<file path="config.mk">
export PLATFORM = sky130hd
export DESIGN_NAME = shift_sequencer
export DESIGN_NICKNAME = d
export VERILOG_FILES = /design/src/rtl/shift_seq_pkg.sv /design/src/rtl/shift_seq_counter.sv /design/src/rtl/shift_sequencer.sv
export SDC_FILE = /design/constraint.sdc
export NUM_CORES = 1
export LEC_CHECK = 0
export BUFFER_PORTS_ARGS = -buffer_cell sky130_fd_sc_hd__buf_2
export CAP_MARGIN = 20
export CORE_MARGIN = 3
export CORE_UTILIZATION = 35
export DETAILED_ROUTE_END_ITERATION = 6
export PLACE_DENSITY = 0.69
export SYNTH_ARGS = -nofsm -noshare
export SYNTH_HDL_FRONTEND = slang
export SYNTH_HIERARCHICAL = 1
export SYNTH_SLANG_ARGS = --single-unit
export TNS_END_PERCENT = 50
</file>
<file path="constraint.sdc">
create_clock -name clk -period 1.6 [get_ports clk]
set_input_delay 0.32 -clock clk [delete_from_list [all_inputs] [get_ports clk]]
set_output_delay 0.32 -clock clk [all_outputs]
set_load 0.02 [all_outputs]
</file>
<file path="src/rtl/shift_seq_pkg.sv">
// shift_seq_pkg: state encoding shared by the shift sequencer and its bench
package shift_seq_pkg;
  typedef enum logic [2:0] {
    IDLE   = 3'd0,
    SHIFT  = 3'd1,
    PARITY = 3'd2,
    FLUSH  = 3'd3,
    DONE   = 3'd4
  } state_t;
endpackage

</file>
<file path="src/rtl/shift_seq_counter.sv">
// shift_seq_counter: bit counter with clear, increment and terminal-count compare
module shift_seq_counter #(
  parameter int CW = 5
) (
  input  logic          clk,
  input  logic          rst,
  input  logic          clear,
  input  logic          inc,
  input  logic [CW-1:0] limit,
  output logic [CW-1:0] count,
  output logic          last
);
  logic [CW-1:0] count_q, count_d;
  always_comb count_d = clear ? '0 : inc ? count_q + CW'(1) : count_q;
  always_ff @(posedge clk)
    if (rst) count_q <= '0;
    else     count_q <= count_d;
  assign count = count_q;
  assign last  = count_q == limit;
endmodule

</file>
<file path="src/rtl/shift_sequencer.sv">
// shift_sequencer: serializes a word MSB first, then flushes a DEPTH-stage downstream register.
// Optional even-parity bit after the payload when SHIFT_SEQUENCER_PARITY_EN is defined.
module shift_sequencer
  import shift_seq_pkg::*;
#(
  parameter int WIDTH = 16,
  parameter int DEPTH = 4
) (
  input  logic             clk,
  input  logic             rst,
  input  logic [WIDTH-1:0] in_data,
  input  logic             in_valid,
  output logic             in_ready,
  input  logic             abort,
  output logic             ser_out,
  output logic             shift_en,
  output logic             busy,
  output logic             done
);
  localparam int CW = $clog2(WIDTH + DEPTH + 1);
  state_t           state_q, state_d;
  logic [WIDTH-1:0] hold_q, hold_d;
  logic [CW-1:0]    count, limit, idx;
  logic             last, clear, inc, ser_bit;
  shift_seq_counter #(.CW(CW)) u_cnt (
    .clk   (clk),
    .rst   (rst),
    .clear (clear),
    .inc   (inc),
    .limit (limit),
    .count (count),
    .last  (last)
  );
  always_ff @(posedge clk)
    if (rst) begin
      state_q <= IDLE;
      hold_q  <= '0;
    end else begin
      state_q <= state_d;
      hold_q  <= hold_d;
    end
  always_comb begin
    state_d = state_q;
    case (state_q)
      IDLE:   if (in_valid) state_d = SHIFT;
`ifdef SHIFT_SEQUENCER_PARITY_EN
      SHIFT:  if (last) state_d = PARITY;
      PARITY: state_d = FLUSH;
`else
      SHIFT:  if (last) state_d = FLUSH;
`endif
      FLUSH:  if (last) state_d = DONE;
      default: state_d = IDLE;
    endcase
    if (abort && state_q != IDLE) state_d = IDLE;
    hold_d = (in_valid && in_ready) ? in_data : hold_q;
  end
  // The counter restarts on every state change, so it only ever counts within one state.
  assign clear   = state_d != state_q;
  assign inc     = state_q == SHIFT || state_q == FLUSH;
  assign limit   = state_q == SHIFT ? CW'(WIDTH - 1) : CW'(DEPTH - 1);
  assign idx     = CW'(WIDTH - 1) - count;
  assign ser_bit = 1'(hold_q >> idx);
  always_comb begin
    in_ready = state_q == IDLE && !rst;
    busy     = state_q != IDLE;
    done     = state_q == DONE;
`ifdef SHIFT_SEQUENCER_PARITY_EN
    shift_en = state_q == SHIFT || state_q == PARITY || state_q == FLUSH;
    ser_out  = state_q == SHIFT ? ser_bit : state_q == PARITY ? ^hold_q : 1'b0;
`else
    shift_en = state_q == SHIFT || state_q == FLUSH;
    ser_out  = state_q == SHIFT ? ser_bit : 1'b0;
`endif
  end
endmodule

</file>
==> qor.yml <==
placement:
  place.detailed.hpwl_um: 1820
  port_buffers: 24
  place_congestion: 0.822
  dp_cells: 203
worst_setup_path:
  critPathMaxFanout: 4
  critPathKind: "flop to output port"
  cp-end-kind: "output port"
  cp-start-kind: "flop"
  crit_arrival_ps: 1800
  rr_startpoint: "u_cnt/count[2]$_SDFFE_PP0P_"
  reg2reg_to: "u_cnt/count[3]$_SDFFE_PP0P_"
  reg2reg_depth: 8
  worstPathRequired_ps: 1280
  rrSetupSlack_ps: 10
finish:
  num_antenna_cells: 0
  layout.cells.non_filler: 212
  final_nets: 192
  syn_to_final_growth_pct: 35.9
  layout-drive-gt1-share_pct: 39.4
  fill_cells: 285
min_path:
  min_path_type: "input pin to flop"
  worstHoldStart: "abort"
  holdPathEnd: "state_q[2]$_SDFF_PP0_"
  whs_path_depth: 2
logic_synthesis:
  muxShareOfSynthArea_pct: 12.1
  yosysMostFrequentCell: "nand2_1"
  async_flop_share_pct: 0
  synth-compound-area-share_pct: 9.57
  ys_seq_area_share_pct: 42.7
  synth_area_leaders: "dfxtp_1, nand2_1, mux4_1, a21oi_1, nor3_1"
  synth_xor_area_share_pct: 7.79
  synth_edf_count: 0
  synth-seq-cells: 24
  synth-simple-area-share_pct: 22.8
  synth-adder-area-share_pct: 1.11
  yosys.area.top_type: "dfxtp_1"
  synthFlopType: "dfxtp_1"
  synthCells: 131
  ys_top_cells_by_count: "nand2_1, dfxtp_1, a21oi_1, nor3_1"
  netlist.area_leader.share_pct: 42.7
  synth_area_um2: 1120
  synth.distinct_cells: 26
  synth_warnings: 6
  synth_top_family_by_area: "simple AND/OR/NAND/NOR gates"
  avgSynthCellArea_um2: 8.59
pwr:
  finalPower_w: 0.00122
  p_sw_share_pct: 25.4
  powerDensity_nw_per_um2: 800
  combPwrFrac_pct: 16.6
  clkPwrFrac_pct: 31.0
  seqPwrFrac_pct: 52.3
  p_int_w: 0.000911
  switching_power_w: 0.000311
  worst_ir_drop_vdd_v: 0.000482
  leakage_nw: 0.628
global_routing:
  grt_max_degree: 25
  grtUsageTotal_pct: 13.3
  antenna_found_initial: 0
  gr-total-overflow: 0
  grt_pass1_wl_um: 4200
  grt_pass1_vias: 947
routing:
  drc: 0
  routed_via_density: 4.83
  wl_per_cell_um: 11.6
  routed_wl_um: 2450
  vias: 1024
  drt_iter0_drc: 19
  first_pass_iters: 4
  ant_nets: 0
floorplan:
  start_util_pct: 38.8
  die_w_um: 62.7
  die_h_um: 62.7
  coreArea_um2: 2900
  ios: 25
  num_rows: 19
  dieArea_um2: 3930
cts:
  cts_hold_buffers: 0
  clk_latency_ps: 320
  clock_sinks: 24
  numCtsBuffers: 3
  htreeDepth: 1
  root_buffer: "clkbuf_4"
  cts_tree: "built"
  clockBufferDepth: 2
  clk_pin_slew_ps: 130
sta:
  fin_worst_skew_ps: 2.87
  fin_crit_sh_pct: 133
  drv_slew: 0
  final-setup-viol-count: 1
  holdWs_ps: 182
  fin_crit_ps: 2120
  hold_viol_final: 0
  fin_ws_ps: -521
  fmax_mhz: 472
  rsz0062_at_grt: "true"
flow_run:
  drv_cap: 0
status:
  failed_checks: "negative setup slack"
  outcome: "finished, violations left"
==> critical path, cell delays in order (launching register included) <==
cell	delay, ps
dfxtp_4	390
mux4_2	480
mux2_4	280
o21ai_2	120
a21oi_2	50
buf_4	160
==> power groups by stage <==
stage          registers, W  logic (W)  clock network [W]
2_1_floorplan      0.000650   0.000116                  0
3_3_place_gp       0.000651   0.000175                  0
3_5_place_dp       0.000652   0.000179                  0
4_1_cts            0.000640   0.000193           0.000390
5_1_grt            0.000644   0.000228           0.000412
6_report           0.000640   0.000203           0.000379
==> kinds of logic (layout without fill, tap and decap cells) <==
kind of cell / after synthesis / in the layout
AO/OA/AOI/OAI: 21 / 21
XOR/XNOR: 10 / 10
adder cells (fa/ha/maj): 1 / 1
buffers and inverters: 8 / 46
flip-flops: 24 / 24
multiplexers: 7 / 7
other: 2 / 3
AND/OR/NAND/NOR: 58 / 58
==> worst max-delay path by stage <==
stage / startpoint / to / slack [ps] / cells after the start
3_3_place_gp: u_cnt/count[2]$_SDFFE_PP0P_ / ser_out / -220 / 5
6_report: u_cnt/count[2]$_SDFFE_PP0P_ / ser_out / -520 / 5
4_1_cts: u_cnt/count[2]$_SDFFE_PP0P_ / ser_out / -540 / 5
5_1_grt: u_cnt/count[2]$_SDFFE_PP0P_ / ser_out / -590 / 5
3_5_place_dp: u_cnt/count[2]$_SDFFE_PP0P_ / ser_out / -230 / 5
2_1_floorplan: u_cnt/count[2]$_SDFFE_PP0P_ / ser_out / -90 / 4
==> sequential cells by signal, indices dropped and copies added (netlist names) <==
signal	flops
state_q	3
hold_q	16
u_cnt/count	5
==> placed cells by master, fill, tap and decap left out, types with 3 or more instances in the layout <==
master    synthesis  layout
xor2_1            5       5
nand2_1          35      34
clkbuf_4          0       3
nor3_1            9       4
mux4_2            0       3
xnor2_1           5       5
buf_2             1      20
dfxtp_1          24      20
buf_6             0       4
buf_4             1      16
nor3_2            1       5
conb_1            2       3
a21oi_1          19      18
dfxtp_2           0       3
==> area by class of cell <==
cell class / count / area [um^2] / share of cell area, %
sequential: 24 / 488 / 31.9
timing repair buffer: 40 / 265 / 17.3
clock buffer: 4 / 47.5 / 3.11
tap: 42 / 52.6 / 3.44
multi-input combinational: 100 / 666 / 43.5
inverter: 2 / 10.0 / 0.655
==> per-layer routing <==
metal | wire length, um | global-route usage, % | up-vias
met4 | 27 | 4.13 | 0
met1 | 1120 | 15.9 | 475
met5 | 0 | 0 | -
met2 | 1200 | 23.2 | 22
li1 | - | - | 522
met3 | 112 | 3.42 | 5
==> through the flow <==
step                      setup TNS, ps  util (%)  setup WS, ps  instance area (um^2)
after floorplan                   -91.6         -         -91.6                  1160
after global placement             -269      47.7          -219                  1380
after detailed placement           -359      47.7          -231                  1380
after CTS                          -574      51.4          -539                  1490
after global routing              -1080      52.7          -586                  1530
final                              -521      52.7          -521                  1530
==> repair_timing <==
action,CTS,global route
resized for setup,16,10
pin swaps,2,13
buffers inserted,4,2
setup endpoints to repair,9,12
Note: power is estimated with default switching activity, not from simulation.
